**config.mk**
```make
export PLATFORM = sky130hd
export DESIGN_NAME = cone_err_monitor
export DESIGN_NICKNAME = d
export VERILOG_FILES = /design/src/rtl/cone_err_monitor.sv
export SDC_FILE = /design/constraint.sdc
export NUM_CORES = 1
export LEC_CHECK = 0
export BUFFER_PORTS_ARGS = -buffer_cell sky130_fd_sc_hd__clkbuf_2
export CAP_MARGIN = 30
export CORE_MARGIN = 3
export CORE_UTILIZATION = 35
export DETAILED_ROUTE_END_ITERATION = 16
export PLACE_DENSITY_LB_ADDON = 0.12
export SLEW_MARGIN = 10
export SYNTH_ARGS = -nofsm -noshare
export SYNTH_HDL_FRONTEND = slang
export SYNTH_SLANG_ARGS = --single-unit
```
**constraint.sdc**
```tcl
create_clock -name clk -period 5.9 [get_ports clk]
set_input_delay 1.475 -clock clk [delete_from_list [all_inputs] [get_ports clk]]
set_output_delay 1.475 -clock clk [all_outputs]
set_load 0.02 [all_outputs]
```
**src/rtl/cone_err_monitor.sv**
```systemverilog
// cone_err_monitor: compares a golden and a fault-injected cone output over an N-vector campaign; optional mismatch log FIFO when CONE_ERR_LOG_EN is defined
module cone_err_monitor #(
  parameter int VEC_W = 9,
  parameter int IDX_W = 16,
  parameter int CNT_W = 16
) (
  input  logic             clk,
  input  logic             rst,
  input  logic             start,
  input  logic [IDX_W-1:0] num_vec,
  input  logic             vec_valid,
  input  logic [VEC_W-1:0] vec_in,
  input  logic             gold_o,
  input  logic             fault_o,
  output logic             busy,
  output logic             res_valid,
  input  logic             res_ready,
  output logic [CNT_W-1:0] err_cnt,
  output logic             err_seen,
  output logic [IDX_W-1:0] first_err_idx,
`ifdef CONE_ERR_LOG_EN
  output logic                   log_valid,
  output logic [IDX_W+VEC_W-1:0] log_data,
  input  logic                   log_pop,
  output logic                   log_ovf,
`endif
  output logic [VEC_W-1:0] first_err_vec
);
  typedef enum logic [1:0] {IDLE, RUN, DRAIN, REPORT} state_t;
  state_t state_q;
  logic [IDX_W-1:0] num_q, idx_q, s1_idx_q;
  logic [VEC_W-1:0] s1_vec_q;
  logic s1_valid_q, s1_gold_q, s1_fault_q;
  logic launch, accept, mism;
  assign launch = (state_q == IDLE) && start;
  assign accept = (state_q == RUN) && vec_valid;
  assign mism = s1_valid_q && (s1_gold_q != s1_fault_q);
  // control FSM, stage-1 capture and stage-2 mismatch accounting
  always_ff @(posedge clk or posedge rst) begin
    if (rst) begin
      state_q <= IDLE;
      busy <= 1'b0;
      res_valid <= 1'b0;
      num_q <= '0;
      idx_q <= '0;
      s1_idx_q <= '0;
      s1_vec_q <= '0;
      s1_valid_q <= 1'b0;
      s1_gold_q <= 1'b0;
      s1_fault_q <= 1'b0;
      err_cnt <= '0;
      err_seen <= 1'b0;
      first_err_idx <= '0;
      first_err_vec <= '0;
    end else begin
      s1_valid_q <= accept;
      if (accept) begin
        s1_vec_q <= vec_in;
        s1_gold_q <= gold_o;
        s1_fault_q <= fault_o;
        s1_idx_q <= idx_q;
        idx_q <= idx_q + IDX_W'(1);
      end
      if (launch) begin
        num_q <= num_vec;
        idx_q <= '0;
        err_cnt <= '0;
        err_seen <= 1'b0;
        first_err_idx <= '0;
        first_err_vec <= '0;
      end else if (mism) begin
        err_cnt <= (&err_cnt) ? err_cnt : err_cnt + CNT_W'(1);
        err_seen <= 1'b1;
        if (!err_seen) begin
          first_err_idx <= s1_idx_q;
          first_err_vec <= s1_vec_q;
        end
      end
      case (state_q)
        IDLE: if (start) begin
          state_q <= (num_vec == '0) ? REPORT : RUN;
          busy <= (num_vec != '0);
          res_valid <= (num_vec == '0);
        end
        RUN: if (accept && idx_q == num_q - IDX_W'(1)) state_q <= DRAIN;
        DRAIN: begin
          state_q <= REPORT;
          busy <= 1'b0;
          res_valid <= 1'b1;
        end
        REPORT: if (res_ready) begin
          state_q <= IDLE;
          res_valid <= 1'b0;
        end
        default: state_q <= IDLE;
      endcase
    end
  end
`ifdef CONE_ERR_LOG_EN
  logic [IDX_W+VEC_W-1:0] log_mem_q [4];
  logic [1:0] wr_q, rd_q;
  logic [2:0] cnt_q;
  logic pop, push_ok;
  assign log_valid = (cnt_q != 3'd0);
  assign pop = log_pop && log_valid;
  assign push_ok = mism && ((cnt_q != 3'd4) || pop);
  assign log_data = log_mem_q[rd_q];
  // mismatch log: when full, a simultaneous pop frees the head slot that the push reuses
  always_ff @(posedge clk or posedge rst) begin
    if (rst) begin
      for (int i = 0; i < 4; i++) log_mem_q[i] <= '0;
      wr_q <= '0;
      rd_q <= '0;
      cnt_q <= '0;
      log_ovf <= 1'b0;
    end else if (launch) begin
      wr_q <= '0;
      rd_q <= '0;
      cnt_q <= '0;
      log_ovf <= 1'b0;
    end else begin
      if (push_ok) begin
        log_mem_q[wr_q] <= {s1_idx_q, s1_vec_q};
        wr_q <= wr_q + 2'd1;
      end
      if (pop) rd_q <= rd_q + 2'd1;
      cnt_q <= cnt_q + 3'(push_ok) - 3'(pop);
      if (mism && !push_ok) log_ovf <= 1'b1;
    end
  end
`endif
endmodule
```
======== Word level (Yosys, flattened, before mapping) ========
Cells that the tools add are included.
cells by class
  equal/unequal tests ..................... 10
  mux-type cells .......................... 23
  reduce and logical (&&, ||, !) cells .... 17
  add/sub/neg operators ................... 3
operator list
  kind                                                                   count
  16-bit 2-to-1 mux                                                      8
  16-bit by 1-bit adder with 16-bit output (second input constant)       2
  9-bit 2-to-1 mux                                                       3
  16-bit == test                                                         1
  16-bit logical NOT                                                     1
  16-bit AND reduction                                                   1
  16-bit nonzero test                                                    1
  16-bit by 1-bit subtractor with 16-bit output (second input constant)  1
  2-bit 2-to-1 mux                                                       4
  2-bit case mux with 4 select lines                                     1
  2-bit != test (second input constant)                                  3
  2-bit AND reduction                                                    3
  3-bit AND reduction                                                    2
  2-bit nonzero test                                                     3
  1-bit 2-to-1 mux                                                       5
  2-bit == test (second input constant)                                  2
  1-bit logical AND                                                      4
  2-bit by 1-bit != test with 1-bit output (second input constant)       2
  1-bit case mux with 3 select lines                                     1
  3-bit nonzero test                                                     1
  2-bit by 1-bit == test with 1-bit output (second input constant)       1
  2-bit logical NOT                                                      1
  1-bit case mux with 2 select lines                                     1
  1-bit != test                                                          1
storage, ports and cells
  word-level logic and storage cells ...... 67
  bits of input ports ..................... 32
  register bits after elaboration ......... 106

======== Depth between registers and ports, before layout ========
  depth in word-level cells ............... 5
  gate-level depth with buffers ........... 10

======== Worst setup path after synthesis ========
Ideal clock, no wire load.
  kind .................................... input to register
  from .................................... input vec_valid
  to ...................................... register state_q[0]
  path slack .............................. 2.887 ns
  data arrival time ....................... 2.885 ns
  library setup time ...................... 0.128 ns
  stages on the path ...................... 8
  buffers on the path ..................... 0
  path through ............................ nand2_1 clkinv_1 o2111a_1 o211ai_2 nor4_2 nand4_1 o32ai_2 mux2_1
between the ends
  cells in the longest elaborated chain, start to end .. 4
RTL lines
  element                                             RTL line  source
  start, declared                                     11        input logic vec_valid,
  1-bit logical AND                                   36        assign accept = (state_q == RUN) && vec_valid;
  1-bit logical AND                                   85        RUN: if (accept && idx_q == num_q - IDX_W'(1)) state_q <= DRAIN;
  2-bit by 1-bit != test with 1-bit output (no line)  n/a
  3-bit AND reduction (no line)                       n/a
  end signal, assigned                                81        state_q <= (num_vec == '0) ? REPORT : RUN;
  end, declared                                       30        state_t state_q;
No other way between the ends.
A chain may end at the register's enable or synchronous reset.

======== Worst setup path in the final report ========
Ends and elaborated chain as after synthesis.

==> run summary <==
The region available for standard cell placement spans 0.01356 mm2. The worst setup path is of the input pin to register kind. The first-pass GRT wire length came out at 19.36 mm. The internal power of the cells totals 0.001542 W. The synthesized design spends more area on one cell type than any other, namely dfrtp_1. Hold timing on the final database bottoms out at a slack of 0.4761 ns. The part of the total power dissipated in sequential elements is 42.1%. In this design, the critical path's most frequently occurring cell is buf_4. The number of rows created at floorplan is 42. In this run the power spent charging and discharging nets is 0.0009524 W. The flow ran to the end, and the final reports show no timing, DRC or antenna violations.

In the synthesized netlist the dominant register cell turns out to be dfrtp_1. Detailed routing placed a total of 467 um of wire on met3. Post-CTS timing repair inserted 0 buffers for setup.

The worst setup path is captured at a register. The global route total overflow is 0. The areal power density over the cells is 425.3 mW/mm2. The final critical path takes up 57.83% of the cycle. The initial standard-cell utilization of the core is 36.65%.

The count of unresolved DRC violations after routing is 0. The CTS tree is built. The clock reaches the later pin of the worst-skew pair after 0.35 ns. The data required time at the worst endpoint is 6.14 ns. The full die area is 0.01566 mm2. Input and output buffers added on the ports amount to 75. In the final timing run, aggregate negative setup slack is 0 ns. The worst clock skew is 0.006798 ns.

The synthesized flop and latch total is 106. At the end of routability-driven placement, the weighted congestion stood at 0.7882. The H-tree depth came out at 3. The post-synthesis adder-cell area fraction is 1.763%. Of all flip-flops after synthesis, the portion carrying an async set or reset was 100.0%. The worst min-delay path category is register to register. The finished cells cover 0.005866 mm2.

The worst pin sits at a relative slew slack of 63.21%. Of all nets on the critical path, the largest fanout is 32. The critical path goes through clkbuf_2, nand2_1, buf_4, clkinv_1, buf_4, o2111a_1, o211ai_2, nor4_2, nand4_1, o32ai_2, mux2_1. The slowest cell on the critical path is mux2_1. The number of antenna violations at the first check in global routing came out at 0.

From synthesis to final layout, the design area changed by 18.06%. The via count of the first global-routing pass came out at 3729. The number of CTS-inserted buffers came out at 9. The shortest period the worst path allows is 3.412 ns. Of the cells placed in the final design, the portion with a size suffix greater than 1 is 18.82%.

The routed length on met2 came out at 4.849 mm. Of the total synthesized cell area, the portion taken by AND, OR, NAND and NOR gates is 23.04%. The count of endpoints failing hold in the final timing report is 0. The top achievable clock speed came out at 0.2931 GHz.

The overall routing resource usage came out at 15.03%. The worst-case IR drop observed on VDD is 0.1435 mV. The number of hold buffers added after cts came out at 0. Post-CTS repair changed the size of 0 cells. The wire length on met1 came out at 5.609 mm. The final layout contains routed wiring with a total length of 11.16 mm. The max-slew violation count came out at 0. Of the total power, combinational logic draws 33.1%. For this run, the detailed router's first-pass iteration total came to 4. The height of the chip came out at 125.1 um. The sequential share of the synthesized area came out at 53.39%. Synthesis produced a netlist with a net count of 560. The clock share of power came out at 24.8%. The overall die width came out at 125.1 um.

Yosys printed 0 warnings. Across the run, the number of max-cap violations was 0. The synthesized netlist devotes 9.872% of its cell area to compound gates. The switching fraction of total power is 38.18%. The post-detailed-route wirelength per cell came out at 14.48 um. The clock slew seen by the registers of the worst setup and hold paths came out at 0.07 ns. The average cell area after synthesis is 9.536 um2.

The area share of the largest cell type after synthesis is 53.39%. The final layout contains 629 nets. The residual antenna-violating net count after detailed routing is 0. Multiplexer cells account for 0.6296% of the synthesized area. Setup violations remaining at the end of the flow were counted as 0. The number of enable-type register cells in the synthesized netlist came out at 0.

The final antenna diode count is 0. The final route contains 3772 vias. The synthesized netlist cell count is 521.

The maximum single-stage delay on the critical path came out at 0.35 ns. The clock drives 106 sinks. The count of distinct cell types in the synthesized netlist came out at 49.

The xor/xnor cell area share of the yosys netlist came out at 8.638%. The post-place instance area is 0.005533 mm2. The detail-routed via count per cell came out at 4.892. At the worst endpoint, the arrival time is 3.65 ns. The DRC violation total after the first TritonRoute iteration came out at 164. In this run the clock root is driven by a clkbuf_16. The leakage power total is 2.931 nW. The top layer used by detailed routing is met4. The maximum number of buffers from clock root to sink is 2.

The post-synthesis instance area came out at 0.004969 mm2. Summed over all nets, the half-perimeter wirelength after detailed placement is 7.858 mm. At the pin with the least slew margin, the transition time is 0.5476 ns. The main combinational cell family by area after synthesis is simple AND/OR/NAND/NOR gates. Setup repair after global routing left no endpoint under its margin. 76 I/O pins were placed.

Sorting the synthesized cells by area gives the leading types as dfrtp_1, nand2_1, xor2_1, a22o_1, nor2_1. The pin count of the biggest net entering global routing is 71. The worst setup path is launched from an input pin.
## metrics by stage
| stage | setup slack (ns) | utilization, % | power [W] | cells |
|---|---|---|---|---|
| 6_report | 2.488 | 43.26 | 0.002495 | 771 |
| 3_5_place_dp | 2.092 | 40.81 | 0.001899 | 754 |
| 5_1_grt | 2.268 | 43.26 | 0.002686 | 771 |
| 3_3_place_gp | 2.141 | 40.73 | 0.001863 | 753 |
| 2_1_floorplan | 1.636 | - | 0.001649 | 521 |
| 4_1_cts | 2.471 | 43.06 | 0.002527 | 770 |
## power groups by stage
stage / logic [W] / registers (W) / clock network (W)
6_report: 0.000827 / 0.00105 / 0.000618
5_1_grt: 0.000942 / 0.00108 / 0.000668
4_1_cts: 0.000839 / 0.00105 / 0.000638
3_5_place_dp: 0.000835 / 0.00106 / 0
3_3_place_gp: 0.000805 / 0.00106 / 0
2_1_floorplan: 0.000580 / 0.00107 / 0
## worst max-delay path, delay by kind of cell
| kind | cells | cell delay (ns) |
|---|---|---|
| buf+inv | 4 | 0.71 |
| simple gates | 3 | 0.46 |
| compound gates | 3 | 0.65 |
| mux | 1 | 0.35 |
## cell families (layout without fill, tap and decap cells)
group           count (synthesis)  count (layout)
compound gates                 64              64
buf+inv                        35             109
xor+xnor                       49              49
simple gates                  257             257
fa+ha+maj                       7               7
flops                         106             106
mux                             3               3
## synth_stat cells, drive strengths merged, types with 3 or more instances
master  count
buf         3
a21oi      10
nor2       47
a22o       25
clkbuf     21
xor2       30
nor3        8
and3        4
nand3      16
inv        10
dfrtp     106
and4        4
o211ai      4
nand4      10
ha          7
nor2b       3
nand2     145
o21ai      11
nor4        8
xnor2      19
## layout make-up
type / instances / area [um2]
Fill cell: 1392 / 7692
Tap cell: 176 / 220.2
Sequential cell: 106 / 2653
Multi-Input combinational cell: 380 / 2192
Timing Repair Buffer: 82 / 451.7
Clock buffer: 11 / 242.7
Inverter: 11 / 43.79
Clock inverter: 5 / 62.56
## layer usage
metal / GRT usage (%) / vias to the layer above
met5: 0 / -
met3: 2.814 / 16
met1: 21.85 / 1769
li1: - / 1896
met4: 5.995 / 0
met2: 22.18 / 91
## worst paths after layout
| path | depth (start not counted) | end | from | slack [ns] |
|---|---|---|---|---|
| setup / recovery | 11 | state_q[0] | vec_valid | 2.49 |
| hold / removal | 2 | s1_vec_q[5] | s1_vec_q[5] | 0.48 |
| setup reg to reg | 12 | state_q[0] | state_q[1] | 2.89 |
| hold reg to reg | 2 | s1_vec_q[5] | s1_vec_q[5] | 0.48 |
| max in group asynchronous | 4 | idx_q[14] | rst | 3.82 |
| min in group asynchronous | 2 | first_err_idx[14] | rst | 1.01 |
## registers in the layout, indices dropped and copies added (netlist names)
signal / flops
first_err_idx: 16
first_err_vec: 9
idx_q: 16
busy: 1
s1_fault_q: 1
err_seen: 1
err_cnt: 16
s1_vec_q: 9
s1_valid_q: 1
s1_idx_q: 16
res_valid: 1
state_q: 2
s1_gold_q: 1
num_q: 16
## cells in the final DEF (no fill, tap or decap), types with 3 or more instances in the layout
cell and n:
inv_1 9, nor2b_1 3, clkbuf_16 9, xnor2_1 19
nor2_1 46, ha_1 7, nand3_1 16, nor3_2 3
buf_4 5, a22o_1 25, xor2_1 30, o211ai_1 3
and4_1 4, o21ai_0 11, nor3_1 4, a21oi_1 10
nor4_1 7, dfrtp_1 106, nand2_1 145, clkbuf_2 75
and3_1 4, nand4_1 10
No activity file was read; power rests on OpenSTA's default activity.
